--- src/rtl/nnet_fifo_packetizer.sv ---
// nnet_fifo_packetizer
// Bridges an HLS ap_fifo result port onto a 32-bit AXI-stream. Samples are
// buffered in a small FIFO whose last slot is the AXI output register, then
// zero-extended to 32 bits. Because the HLS core has no tlast, packets are
// re-framed here from a programmable sample count.
module nnet_fifo_packetizer #(
  parameter int unsigned DATA_WIDTH  = 16,
  parameter int unsigned FIFO_AWIDTH = 4
) (
  input  logic                  clk,
  input  logic                  reset_n,
  input  logic                  clear,
  input  logic [15:0]           pkt_size,
  input  logic [DATA_WIDTH-1:0] din,
  input  logic                  write,
  output logic                  full_n,
  output logic [31:0]           o_tdata,
  output logic                  o_tlast,
  output logic                  o_tvalid,
  input  logic                  o_tready,
  output logic [31:0]           pkt_count,
  output logic                  overflow
);

  localparam int unsigned DEPTH = 1 << FIFO_AWIDTH;
  // The output register counts as one entry, so the RAM holds DEPTH-1.
  localparam int unsigned STORE = DEPTH - 1;
  localparam logic [FIFO_AWIDTH:0]   DEPTH_C  = (FIFO_AWIDTH + 1)'(DEPTH);
  localparam logic [FIFO_AWIDTH-1:0] LAST_IDX = FIFO_AWIDTH'(STORE - 1);

  typedef enum logic {
    IDLE,
    IN_PKT
  } state_t;

  // Storage FIFO
  logic [DATA_WIDTH-1:0]  mem [STORE];
  logic [FIFO_AWIDTH-1:0] wr_ptr;
  logic [FIFO_AWIDTH-1:0] rd_ptr;
  logic [FIFO_AWIDTH:0]   sto_cnt;
  logic [FIFO_AWIDTH:0]   sto_cnt_next;

  // Output register
  logic                  out_valid;
  logic                  out_valid_next;
  logic [DATA_WIDTH-1:0] out_data;

  // Handshake / occupancy
  logic                 wr_acc;
  logic                 hs;
  logic                 sto_pop;
  logic [FIFO_AWIDTH:0] count_next;

  // Framing
  state_t      state_q;
  state_t      state_d;
  logic [15:0] beat_cnt;
  logic [15:0] cur_size;
  logic [15:0] eff_size;
  logic [15:0] size_sel;
  logic        last_beat;

  // Accept/handshake decode and next occupancy of storage plus output register
  always_comb begin
    wr_acc         = write && full_n;
    hs             = out_valid && o_tready;
    sto_pop        = (sto_cnt != '0) && (!out_valid || hs);
    sto_cnt_next   = sto_cnt + (FIFO_AWIDTH + 1)'(wr_acc) - (FIFO_AWIDTH + 1)'(sto_pop);
    out_valid_next = sto_pop || (out_valid && !hs);
    count_next     = sto_cnt_next + (FIFO_AWIDTH + 1)'(out_valid_next);
  end

  // Storage pointers and fill level; pointers wrap at DEPTH-1 entries
  always_ff @(posedge clk or negedge reset_n) begin
    if (!reset_n) begin
      wr_ptr  <= '0;
      rd_ptr  <= '0;
      sto_cnt <= '0;
    end else if (clear) begin
      wr_ptr  <= '0;
      rd_ptr  <= '0;
      sto_cnt <= '0;
    end else begin
      if (wr_acc) wr_ptr <= (wr_ptr == LAST_IDX) ? '0 : wr_ptr + 1'b1;
      if (sto_pop) rd_ptr <= (rd_ptr == LAST_IDX) ? '0 : rd_ptr + 1'b1;
      sto_cnt <= sto_cnt_next;
    end
  end

  // Sample RAM, no reset needed: contents are qualified by sto_cnt
  always_ff @(posedge clk) begin
    if (wr_acc && !clear) mem[wr_ptr] <= din;
  end

  // Output register: refills from storage when empty or on a handshake
  always_ff @(posedge clk or negedge reset_n) begin
    if (!reset_n) begin
      out_valid <= 1'b0;
      out_data  <= '0;
    end else if (clear) begin
      out_valid <= 1'b0;
      out_data  <= '0;
    end else begin
      out_valid <= out_valid_next;
      if (sto_pop) out_data <= mem[rd_ptr];
    end
  end

  // Registered not-full flag, low during reset and for one cycle after clear
  always_ff @(posedge clk or negedge reset_n) begin
    if (!reset_n) begin
      full_n <= 1'b0;
    end else if (clear) begin
      full_n <= 1'b0;
    end else begin
      full_n <= (count_next < DEPTH_C);
    end
  end

  // Sticky overflow on a write attempted while full
  always_ff @(posedge clk or negedge reset_n) begin
    if (!reset_n) begin
      overflow <= 1'b0;
    end else if (clear) begin
      overflow <= 1'b0;
    end else if (write && !full_n) begin
      overflow <= 1'b1;
    end
  end

  // Framing FSM state register
  always_ff @(posedge clk or negedge reset_n) begin
    if (!reset_n) begin
      state_q <= IDLE;
    end else if (clear) begin
      state_q <= IDLE;
    end else begin
      state_q <= state_d;
    end
  end

  // Framing FSM next state: leave IDLE on a non-final first beat, return on tlast
  always_comb begin
    state_d = state_q;
    if (hs) begin
      state_d = last_beat ? IDLE : IN_PKT;
    end
  end

  // Framing FSM outputs: tlast against live size in IDLE, latched size otherwise
  always_comb begin
    eff_size  = (pkt_size == '0) ? 16'd1 : pkt_size;
    size_sel  = (state_q == IDLE) ? eff_size : cur_size;
    last_beat = (beat_cnt == size_sel - 16'd1);
    o_tlast   = out_valid && last_beat;
  end

  // Beat counter, latched packet size and completed-packet counter
  always_ff @(posedge clk or negedge reset_n) begin
    if (!reset_n) begin
      beat_cnt  <= '0;
      cur_size  <= 16'd1;
      pkt_count <= '0;
    end else if (clear) begin
      beat_cnt  <= '0;
      cur_size  <= 16'd1;
      pkt_count <= '0;
    end else if (hs) begin
      if (state_q == IDLE) cur_size <= eff_size;
      if (last_beat) begin
        beat_cnt  <= '0;
        pkt_count <= pkt_count + 32'd1;
      end else begin
        beat_cnt <= beat_cnt + 16'd1;
      end
    end
  end

  assign o_tvalid = out_valid;
  assign o_tdata  = 32'(out_data);

endmodule

--- config.mk ---
export PLATFORM = sky130hd
export DESIGN_NAME = nnet_fifo_packetizer
export DESIGN_NICKNAME = d
export VERILOG_FILES = /design/src/rtl/nnet_fifo_packetizer.sv
export SDC_FILE = /design/constraint.sdc
export NUM_CORES = 1
export LEC_CHECK = 0
export ABC_AREA = 1
export CORE_UTILIZATION = 51
export DETAILED_ROUTE_END_ITERATION = 10
export GPL_ROUTABILITY_DRIVEN = 0
export GPL_TIMING_DRIVEN = 0
export PLACE_DENSITY = 0.72
export RECOVER_POWER = 25
export SLEW_MARGIN = 15
export SYNTH_ARGS = -nofsm -noshare
export SYNTH_HDL_FRONTEND = slang
export SYNTH_SLANG_ARGS = --single-unit
--- constraint.sdc ---
create_clock -name clk -period 4.5 [get_ports clk]
set_input_delay 0.9 -clock clk [delete_from_list [all_inputs] [get_ports clk]]
set_output_delay 0.9 -clock clk [all_outputs]
set_load 0.1 [all_outputs]
==> metrics.csv <==
stage;metric;value;unit
synthesis;sequential fraction of the synthesis area;0.617;
critical_path;Max Fanout on Critical Path;10;
critical_path;Crit Path Category;flip-flop to output port;
timing;f_max;236;MHz
synthesis;Post-Syn Area;15600;um2
power;P_int;0.00594;W
floorplan;Die H;177;um
synthesis;Post-synth EDFFs;240;
critical_path;CP Launch Type;flip-flop;
power;Combinational Power Share;0.313;
synthesis;Post-synth ARST share;0.288;
synthesis;Adder-Cell Fraction of Synth Area;0.0101;
outcome;failing checks;capacitance limit, slew limit;
floorplan;initial cell density of the core;0.523;
timing;Slew headroom;-0.244;
hold_path;type of the most critical hold path;flip-flop to flip-flop;
clocking;CTS tree;built;
power;clock group share of total power;0.306;
route;DRC viols;0;
power;PD cells;506;nW/um2
timing;Tmin final;4.23;ns
power;switch share;0.368;
route;routed len/inst;19.1;um
global_route;vias in the first global route;11700;
critical_path;required time of the worst setup path;3.60;ns
route;vias per cell;5.76;
clocking;clk_lat worst skew;0.54;ns
power;leakage power;7.29;nW
timing;Pins Over Slew Limit;100;
route;vias after detailed routing;12100;
synthesis;combinational family with the most area after synthesis;simple AND/OR/NAND/NOR gates;
timing;Slew @ Worst Pin;1.87;ns
place;hpwl dp;27300;um
clocking;total clock sinks;337;
clocking;clock buffer depth;3;
global_route;global-route wire length before repair;62300;um
synthesis;Avg Synthesized Cell Area;10.3;um2
floorplan;core area;29900;um2
synthesis;multiplexer share of the synthesized area;0;
layout;synthesis-to-finish area growth;19.0;%
synthesis;FF+latch count, synth;337;
power;Max rail drop VDD;0.327;mV
timing;Fin Clk Skew;0.0187;ns
timing;Final Hold Fails;0;
global_route;met3 usage;0.0417;
floorplan;# IOs;105;
place;Port-buffer cells;88;
critical_path;WP data arrival;3.33;ns
layout;Util after Layout;0.622;
clocking;Clock transition at path regs;0.06;ns
synthesis;post-synth cell types;45;
global_route;largest net degree at the start of global routing;71;
layout;# fillers;2376;
layout;share of cells above drive strength 1;0.104;
route;DRT iter0 DRCs;1200;
clocking;clock root buffer;clkbuf_16;
synthesis;Synth top area share;0.461;
layout;area of the multi-input gates;5240;um2
synthesis;post-synthesis compound-gate area fraction;0.0918;
global_route;initial antenna violation count;0;
route;Routed WL;39900;um
floorplan;Die ar.;31300;um2
global_route;global routing's busiest layer;met2;
route;router iterations before antenna repair;5;
synthesis;Synth top cells by count;edfxtp_1, nand2_1, nor2_1;
synthesis;Synth area leaders;edfxtp_1, dfrtp_1, nand2_1;
global_route;GR Util met1;0.344;
floorplan;Core Rows;63;
outcome;outcome;finished with violations;
synthesis;Main synth FF type;edfxtp_1;
route;ANT nets after route;0;
power;sequential power share;0.381;
layout;antenna cells;0;
global_route;met2 Use GR;0.427;
layout;final cell count without fillers;2092;
synthesis;Post-Synth XOR/XNOR Area;0.0362;
synthesis;post-synth top area cell;edfxtp_1;
clocking;total CTS buffers;36;
synthesis;Mapped Cells;1511;
job;Max Cap Violations;2;
layout;register area;9640;um2
floorplan;Die X;177;um
synthesis;Ys Warns;0;
timing;final setup vio count;0;
power;Psw;0.00346;W
timing;crit share post-route;0.941;
timing;RSZ-0062 raised after global routing;false;
global_route;grt total ovfl;0;
synthesis;count leader, synth;edfxtp_1;
clocking;cts hold-fix bufs;0;
synthesis;Post-Synth Simple-Gate Area;0.187;
place;Inst Count DP;2022;
clocking;htree depth;2;
critical_path;critical path endpoint category;output port;
global_route;GRT Util Overall;0.259;
layout;Nets;1726;
through the flow:
| step | hold slack [ns] | total power (W) | TNS [ns] | setup WS, ns | cell area (um2) |
|---|---|---|---|---|---|
| 2_1_floorplan | 0.442 | 0.00565 | 0 | 0.113 | 15700 |
| 3_5_place_dp | 0.468 | 0.00654 | -1.31 | -1.31 | 17300 |
| 5_1_grt | 0.517 | 0.00980 | 0 | 0.0364 | 18600 |
| 6_report | 0.481 | 0.00940 | 0 | 0.267 | 18600 |
| 3_3_place_gp | 0.455 | 0.00646 | -129.86 | -1.28 | 17100 |
| 4_1_cts | 0.233 | 0.00940 | 0 | 0.0269 | 18500 |
layout by cell type (no fill, tap or decap), types with 5 or more instances in the layout:
cell,Yosys,layout
clkinv_1,1,9
conb_1,1,16
nor4_1,10,10
xor2_1,40,39
a22o_1,12,12
buf_6,8,15
buf_8,1,9
a21oi_1,18,18
o211ai_1,9,9
nand2_1,239,235
inv_1,101,100
ha_1,11,10
a32o_1,9,9
nand3_1,91,91
buf_2,10,9
dlymetal6s2s_1,0,16
clkdlybuf4s50_1,0,62
nand2_2,7,11
dfrtp_1,96,96
clkbuf_1,57,67
nand3_2,10,10
nand4_1,46,46
dlygate4sd3_1,0,8
buf_4,17,27
o22ai_1,45,45
xnor2_1,22,22
nor3_2,0,6
nor2_4,3,5
nor2_2,17,26
o21ai_0,143,143
nor2_1,199,188
edfxtp_1,240,240
clkbuf_16,0,36
nor3_1,22,16
o221ai_1,7,7
sequential cells by signal, indices dropped and copies added, names as in the netlist:
signal and flops:
mem 240, pkt_count 32, beat_cnt 16, cur_size 16
out_data 16, sto_cnt 5, rd_ptr 4, wr_ptr 4
full_n 1, o_tvalid 1, overflow 1, state_q 1
metal layers:
metal	vias to the layer above	routed length, um
met5	-	0
met3	103	3330
met4	0	1280
met2	608	19200
met1	5768	16100
li1	5576	-
timing repair:
item                                   in CTS  in global routing
setup buffers                               4                  3
endpoints found under the hold margin       0                  0
resized for setup                          18                 20
setup endpoints to repair                   1                  1
pin swaps                                   4                 12
critical path, stage by stage, from the launching register on:
cell	delay, ns
dfrtp_1	0.37
buf_6	0.14
buf_4	0.17
nor2_1	0.12
nand2_2	0.11
nand2_2	0.09
buf_6	0.11
ha_4	0.13
inv_2	0.04
nor2_4	0.11
nand2_2	0.10
nor2_4	0.19
nand2_1	0.08
nand2_1	0.07
nand2_1	0.06
nor2_2	0.14
nand4_1	0.11
nor2_2	0.19
nand2_2	0.11
nor2_4	0.15
buf_12	0.18
logic make-up after synthesis:
family / after synthesis
other: 1
adder cells (fa/ha/maj): 12
AO/OA/AOI/OAI: 246
buffers and inverters: 200
XOR/XNOR: 63
flip-flops: 337
AND/OR/NAND/NOR: 652
power groups by stage:
stage	sequential (W)	clock [W]	combinational, W
floorplan	0.00418	0	0.00147
global placement	0.00364	0	0.00282
detailed placement	0.00364	0	0.00289
CTS	0.00358	0.00290	0.00291
global route	0.00360	0.00301	0.00319
finish	0.00358	0.00288	0.00294
final timing paths:
path                        startpoint            end  slack, ns  cells after the start
min                        cur_size[5]    cur_size[5]       0.48                      2
max reg2reg                    state_q    beat_cnt[6]       1.43                     22
max in group asynchronous      reset_n  pkt_count[27]       1.20                      2
max                            state_q        o_tlast       0.27                     20
min in group asynchronous      reset_n    cur_size[8]       0.74                      1
min reg2reg                cur_size[5]    cur_size[5]       0.48                      2
final cells by class:
cell class	instances	area share
plain buffers	95	0.0275
inverters	105	0.0213
multi-input cells	989	0.282
repair buffers	113	0.0642
flip-flops and latches	337	0.518
clock buffers	45	0.0503
well taps	390	0.0263
clock inverters	18	0.0101
No activity file was read; power rests on OpenSTA's default activity.
